File: src/rtl/box_muller_pkg.sv
// Shared constants for the Box-Muller sequencer: state codes, default seed,
// fixed-point widths and the Q5.26 -> Q4.11 saturating rescale.
package box_muller_pkg;

    localparam logic [31:0] DEF_SEED = 32'h5C27_66A3;

    localparam int H1_W   = 16;
    localparam int TRIG_W = 16;
    localparam int GRV_W  = 16;
    localparam int PROD_W = 32;

    localparam logic [GRV_W-1:0] SAT_MAX = 16'h7FFF;
    localparam logic [GRV_W-1:0] SAT_MIN = 16'h8000;

    localparam logic [2:0] ST_IDLE  = 3'd0;
    localparam logic [2:0] ST_SEED  = 3'd1;
    localparam logic [2:0] ST_ISSUE = 3'd2;
    localparam logic [2:0] ST_WAIT  = 3'd3;
    localparam logic [2:0] ST_MERGE = 3'd4;
    localparam logic [2:0] ST_CHECK = 3'd5;
    localparam logic [2:0] ST_DONE  = 3'd6;

    // Bits [31:30] must both equal the sign for [30:15] to be a faithful Q4.11 value.
    function automatic logic [GRV_W-1:0] scale_sat(input logic [PROD_W-1:0] p);
        if (p[31] != p[30])
            return p[31] ? SAT_MIN : SAT_MAX;
        return p[30:15];
    endfunction

endpackage

File: src/rtl/box_muller_seq_ctrl_fifo.sv
// Synchronous pair FIFO (bm_pair_fifo): power-of-two depth, registered count,
// pointers wrap naturally; pushes when full and pops when empty are dropped.
module bm_pair_fifo #(
    parameter int WIDTH = 32,
    parameter int DEPTH = 4
) (
    input  logic                     clk,
    input  logic                     reset,
    input  logic                     push,
    input  logic [WIDTH-1:0]         wdata,
    input  logic                     pop,
    output logic [WIDTH-1:0]         rdata,
    output logic                     full,
    output logic                     empty,
    output logic [$clog2(DEPTH):0]   count
);
    localparam int AW = $clog2(DEPTH);

    logic [WIDTH-1:0] mem [DEPTH];
    logic [AW-1:0]    wr_ptr;
    logic [AW-1:0]    rd_ptr;
    logic             push_ok;
    logic             pop_ok;

    assign full    = (count == (AW+1)'(DEPTH));
    assign empty   = (count == '0);
    assign push_ok = push && !full;
    assign pop_ok  = pop && !empty;
    assign rdata   = mem[rd_ptr];

    always_ff @(posedge clk) begin
        if (push_ok)
            mem[wr_ptr] <= wdata;
    end

    always_ff @(posedge clk) begin
        if (reset) begin
            wr_ptr <= '0;
            rd_ptr <= '0;
            count  <= '0;
        end else begin
            if (push_ok)
                wr_ptr <= wr_ptr + 1'b1;
            if (pop_ok)
                rd_ptr <= rd_ptr + 1'b1;
            case ({push_ok, pop_ok})
                2'b10:   count <= count + 1'b1;
                2'b01:   count <= count - 1'b1;
                default: count <= count;
            endcase
        end
    end

endmodule

File: src/rtl/box_muller_seq_ctrl.sv
// Box-Muller sequencer: seeds the URNG, launches the h1/h2 units one pair at a
// time, joins their done flags, forms grv1/grv2 and queues pairs for the consumer.
module box_muller_seq_ctrl
    import box_muller_pkg::*;
#(
    parameter int          FIFO_DEPTH  = 4,
    parameter int          TIMEOUT_CYC = 64,
    parameter logic [31:0] DEF_SEED    = box_muller_pkg::DEF_SEED
) (
    input  logic        clk,
    input  logic        reset,
    input  logic        start,
    input  logic [15:0] sample_cnt,
    input  logic        stop,
    input  logic [31:0] seed_i,
    output logic        load_seed,
    output logic [31:0] seed_o,
    output logic        unit_en,
    input  logic        h1_done,
    input  logic [15:0] h1_data,
    input  logic        h2_done,
    input  logic [15:0] sin_data,
    input  logic [15:0] cos_data,
    output logic [15:0] grv1,
    output logic [15:0] grv2,
    output logic        out_valid,
    input  logic        out_ready,
    output logic        busy,
    output logic        done,
    output logic        err_timeout
);
    localparam logic [15:0] WAIT_LIMIT = 16'(TIMEOUT_CYC - 1);

    logic [2:0]         state;
    logic [15:0]        sample_target;
    logic [15:0]        produced;
    logic [15:0]        wait_cnt;
    logic               h1_seen;
    logic               h2_seen;
    logic [H1_W-1:0]    h1_q;
    logic [TRIG_W-1:0]  sin_q;
    logic [TRIG_W-1:0]  cos_q;

    logic signed [PROD_W-1:0] h1_ext;
    logic signed [PROD_W-1:0] sin_ext;
    logic signed [PROD_W-1:0] cos_ext;
    logic signed [PROD_W-1:0] p1;
    logic signed [PROD_W-1:0] p2;

    logic [2*GRV_W-1:0]          fifo_wdata;
    logic [2*GRV_W-1:0]          fifo_rdata;
    logic                        fifo_full;
    logic                        fifo_empty;
    logic [$clog2(FIFO_DEPTH):0] fifo_count;
    logic                        both_in;

    assign load_seed = (state == ST_SEED);
    assign unit_en   = (state == ST_ISSUE) && !fifo_full;
    assign busy      = (state != ST_IDLE);
    assign done      = (state == ST_DONE);
    assign out_valid = (fifo_count != '0);
    assign both_in   = (h1_seen || h1_done) && (h2_seen || h2_done);

    // h1 is unsigned, so it is zero-extended before the signed multiply.
    assign h1_ext     = {16'b0, h1_q};
    assign sin_ext    = {{16{sin_q[15]}}, sin_q};
    assign cos_ext    = {{16{cos_q[15]}}, cos_q};
    assign p1         = h1_ext * sin_ext;
    assign p2         = h1_ext * cos_ext;
    assign fifo_wdata = {scale_sat(p1), scale_sat(p2)};

    assign grv1 = fifo_empty ? '0 : fifo_rdata[31:16];
    assign grv2 = fifo_empty ? '0 : fifo_rdata[15:0];

    always_ff @(posedge clk) begin
        if (reset) begin
            state         <= ST_IDLE;
            seed_o        <= DEF_SEED;
            sample_target <= '0;
            produced      <= '0;
            wait_cnt      <= '0;
            h1_seen       <= 1'b0;
            h2_seen       <= 1'b0;
            h1_q          <= '0;
            sin_q         <= '0;
            cos_q         <= '0;
            err_timeout   <= 1'b0;
        end else begin
            case (state)
                ST_IDLE: begin
                    if (start) begin
                        seed_o        <= (seed_i == '0) ? DEF_SEED : seed_i;
                        sample_target <= sample_cnt;
                        produced      <= '0;
                        err_timeout   <= 1'b0;
                        state         <= ST_SEED;
                    end
                end
                ST_SEED: state <= ST_ISSUE;
                ST_ISSUE: begin
                    if (!fifo_full) begin
                        wait_cnt <= '0;
                        h1_seen  <= 1'b0;
                        h2_seen  <= 1'b0;
                        state    <= ST_WAIT;
                    end
                end
                ST_WAIT: begin
                    if (h1_done) begin
                        h1_seen <= 1'b1;
                        h1_q    <= h1_data;
                    end
                    if (h2_done) begin
                        h2_seen <= 1'b1;
                        sin_q   <= sin_data;
                        cos_q   <= cos_data;
                    end
                    wait_cnt <= wait_cnt + 16'd1;
                    // A join completing on the last allowed cycle still wins over the timeout.
                    if (both_in) begin
                        state <= ST_MERGE;
                    end else if (wait_cnt > WAIT_LIMIT) begin
                        err_timeout <= 1'b1;
                        h1_seen     <= 1'b0;
                        h2_seen     <= 1'b0;
                        state       <= ST_DONE;
                    end
                end
                ST_MERGE: begin
                    h1_seen <= 1'b0;
                    h2_seen <= 1'b0;
                    state   <= ST_CHECK;
                end
                ST_CHECK: begin
                    produced <= produced + 16'd1;
                    if ((sample_target != '0 && produced + 16'd1 == sample_target) || stop)
                        state <= ST_DONE;
                    else
                        state <= ST_ISSUE;
                end
                ST_DONE: state <= ST_IDLE;
                default: state <= ST_IDLE;
            endcase
        end
    end

    bm_pair_fifo #(
        .WIDTH (2*GRV_W),
        .DEPTH (FIFO_DEPTH)
    ) u_fifo (
        .clk   (clk),
        .reset (reset),
        .push  (state == ST_MERGE),
        .wdata (fifo_wdata),
        .pop   (out_valid && out_ready),
        .rdata (fifo_rdata),
        .full  (fifo_full),
        .empty (fifo_empty),
        .count (fifo_count)
    );

endmodule
File: config.mk
export PLATFORM = sky130hd
export DESIGN_NAME = box_muller_seq_ctrl
export DESIGN_NICKNAME = d
export VERILOG_FILES = /design/src/rtl/box_muller_pkg.sv /design/src/rtl/box_muller_seq_ctrl_fifo.sv /design/src/rtl/box_muller_seq_ctrl.sv
export SDC_FILE = /design/constraint.sdc
export NUM_CORES = 2
export LEC_CHECK = 0
export CAP_MARGIN = 10
export CORE_MARGIN = 2
export CORE_UTILIZATION = 54
export DETAILED_ROUTE_END_ITERATION = 10
export GPL_TIMING_DRIVEN = 0
export PLACE_DENSITY = 0.74
export SLEW_MARGIN = 5
export SYNTH_ARGS = -nofsm -noshare
export SYNTH_HDL_FRONTEND = slang
export SYNTH_SLANG_ARGS = --single-unit
File: constraint.sdc
create_clock -name clk -period 8.59 [get_ports clk]
set_input_delay 1.2885 -clock clk [delete_from_list [all_inputs] [get_ports clk]]
set_output_delay 1.2885 -clock clk [all_outputs]
set_load 0.02 [all_outputs]
==> results.ini <==
[cts]
clk_pin_slew_worst_paths_ns = 0.06
cts_hold_buf = 0
post_cts_buffers = 0
cts_sinks = 271
post_cts_resized = 0
tritoncts = yes
root_buffer = clkbuf_16
numCtsBuffers = 29
clkLatencyLatePin_ns = 0.59
htreeDepth = 1
clockBufferDepth = 3

[sta]
finalClockSkew_ns = 0.01228
rsz0062_at_grt = no
tightestPinTransition_ns = 0.9351
relSlewSlack_pct = 37.66
setup_tns_ns = 0
worst_slack_ns = 0.1723
maxSlewViolCount = 0
max_freq_mhz = 118.8
hold_viol_final = 0
final.period_utilization_pct = 97.99
fin_crit_ns = 8.418
final-setup-viol-count = 0

[run]
maxCapViolations = 0

[yosys]
ys_warn_count = 0
synthArstFlopShare_pct = 0
ys_types = 69
syn_area_um2 = 28040
synth_fp_nets = 3695
ys.flop_type = dfxtp_1
seq_area_frac_synth_pct = 23.91
synth_edf_count = 128
syn_inst = 2970
ys_seq_elements = 271
syn_area_per_cell_um2 = 9.443

[final_layout]
multi_input_area_um2 = 18910
num-nets-final = 3902
drive_gt1_share_pct = 3.844
fillerInstances = 4337
regArea_um2 = 6706
area_growth_pct = 13.13
final_area_um2 = 31730

[critical_path]
end_kind = flop
arrival_ns = 8.66
path_class = flop to flop
critPathLaunchType = flop
required_ns = 8.84
path_max_fanout = 10

[routing]
postRouteAntennaNets = 0
routedWlPerCell_um = 20.26
num_vias = 21729
firstDrtPassIters = 6
wirelength_mm = 78.62
drtIter0Drc = 1690
remaining_drc_errors = 0
vias_per_cell = 5.599

[outcome]
status = complete, no violations

[power]
vdd_ir_drop_max_mv = 0.1732
leakage_nw = 14.31
power_density_nw_per_um2 = 97.03

[floorplan]
pin_count = 173
die_h_um = 231.9
dieArea_um2 = 53770
row_count = 83
die_w_um = 231.9
start_util_pct = 54.67
core_area_um2 = 51300

[global_route]
grt_pass1_wl_mm = 123.8
grt_max_degree = 33
antenna_found_initial = 1
grtUsageTotal_pct = 30.10
grt_overflow_total = 0
grt_pass1_vias = 22994

[placed_design]
port_buffers = 172
place_ws_ns = 0.3044
gp_congestion = 0.9720
hpwl_mm = 62.87
place_area_um2 = 30700

[min_path]
min_path_type = flop to flop

==> sequential cells by signal, summed over array words and instances, names as in the netlist, named ones only <==
signal / flops
sample_target: 16
h1_q: 16
cos_q: 16
u_fifo.rd_ptr: 2
wait_cnt: 16
state: 3
u_fifo.mem: 128
sin_q: 16
u_fifo.wr_ptr: 2
produced: 16
u_fifo.count: 3
err_timeout: 1
h1_seen: 1
h2_seen: 1
seed_o: 32
==> layout make-up <==
cell class / count / area share, %
clock buffer: 41 / 2.658
antenna: 1 / 0.007888
buffer: 160 / 2.007
multi-input combinational: 2058 / 59.60
timing repair buffer: 176 / 5.679
sequential: 271 / 21.14
tap: 680 / 2.682
clock inverter: 13 / 0.5324
inverter: 481 / 5.691
==> stage by stage <==
step	util, %	power, mW	hold WS [ns]	std cells
5_1_grt	61.84	3.177	0.4775	3880
6_report	61.84	3.078	0.4538	3881
2_1_floorplan	-	1.604	0.4490	2970
3_5_place_dp	59.85	1.780	0.4476	3826
4_1_cts	61.82	3.096	0.4540	3880
3_3_place_gp	59.68	1.774	0.4412	3822
==> cells in the mapped netlist (4+ instances only) <==
master / instances / area share (%)
o211ai_1: 8 / 0.21
nand4_1: 22 / 0.49
nand2_1: 457 / 6.1
mux4_2: 32 / 2.6
xor2_1: 33 / 1.0
dfxtp_1: 143 / 10
buf_1: 6 / 0.080
buf_2: 10 / 0.18
clkbuf_1: 140 / 1.9
nor3_1: 12 / 0.21
inv_1: 479 / 6.4
nand3_1: 23 / 0.41
edfxtp_1: 128 / 14
a31oi_1: 16 / 0.36
nor2b_1: 7 / 0.16
or3_1: 9 / 0.20
o21bai_1: 5 / 0.13
ha_1: 235 / 10
and2_1: 274 / 6.1
o21a_1: 4 / 0.11
and3_1: 23 / 0.51
a21oi_1: 155 / 2.8
o21ai_0: 53 / 0.95
o41ai_1: 4 / 0.12
nor2_1: 102 / 1.4
o22ai_1: 17 / 0.38
nor4_1: 18 / 0.40
a21o_1: 24 / 0.64
fa_1: 387 / 28
xnor2_1: 45 / 1.4
a311oi_1: 4 / 0.12
nand2b_1: 36 / 0.80
a211oi_1: 4 / 0.11
==> power breakdown <==
part	switching, mW	internal [mW]	total, mW	leakage, nW
Sequential	0.0257	1.37	1.40	2.26
Combinational	0.205	0.153	0.358	11.6
Clock	0.544	0.777	1.32	0.496
Total	0.775	2.30	3.08	14.3
==> logic make-up (layout without fill, tap and decap cells) <==
group | after synthesis | count (layout) | share of synthesized area [%]
mux | 34 | 34 | 2.641
simple gates | 1001 | 1001 | 17.27
buf+inv | 641 | 871 | 8.704
fa+ha+maj | 622 | 622 | 38.11
compound gates | 322 | 322 | 6.844
flops | 271 | 271 | 23.91
other cells | 0 | 1 | 0
xor+xnor | 79 | 79 | 2.516
==> cells in the final DEF, fill, tap and decap left out, types with 10 or more instances in the layout <==
master           Yosys  layout
nand3_1             23      23
clkbuf_1           140     142
inv_1              479     479
nand2_1            457     457
edfxtp_1           128     128
and3_1              23      19
and2_1             274     274
a21oi_1            155     155
ha_1               235     235
o21ai_0             53      53
clkdlybuf4s50_1      0     172
mux4_2              32      32
fa_1               387     387
o22ai_1             17      17
nand4_1             22      22
xnor2_1             45      45
a31oi_1             16      16
buf_2               10      10
nand2b_1            36      36
nor3_1              12      12
clkbuf_16            0      29
nor2_1             102     102
dfxtp_1            143     143
xor2_1              33      33
nor4_1              18      18
a21o_1              24      24
==> per-layer routing <==
| metal | GRT usage [%] | vias up | part of all wire (%) |
|---|---|---|---|
| li1 | - | 9801 | - |
| met1 | 37.41 | 10657 | 39 |
| met2 | 49.29 | 1040 | 46 |
| met3 | 7.625 | 229 | 10 |
| met4 | 14.14 | 2 | 5.3 |
| met5 | 0 | - | 0.017 |
==> final timing paths <==
kind	start	end	slack [ns]	depth (start not counted)
setup / recovery	h1_q[0]	u_fifo.mem[1][9]	0.17	22
hold / removal	seed_o[12]	seed_o[12]	0.45	2
setup reg to reg	h1_q[0]	u_fifo.mem[1][9]	0.17	22
hold reg to reg	seed_o[12]	seed_o[12]	0.45	2
==> worst max-delay path: stages (launching register included) <==
cell and delay [ns]:
dfxtp_1 0.71, clkbuf_1 0.69, clkbuf_2 0.50, nand2_1 0.13, fa_1 0.39, inv_1 0.09, fa_1 0.43, ha_1 0.21
fa_1 0.48, inv_1 0.06, fa_1 0.48, fa_1 0.50, inv_1 0.04, ha_1 0.32, a211oi_1 0.22, nor2_1 0.09
o41ai_1 0.62, a31oi_1 0.42, o2111a_1 0.37, nor3_2 0.54, and2_4 0.33, buf_4 0.18, o21ai_0 0.27
(Power assumes the default switching activity.)
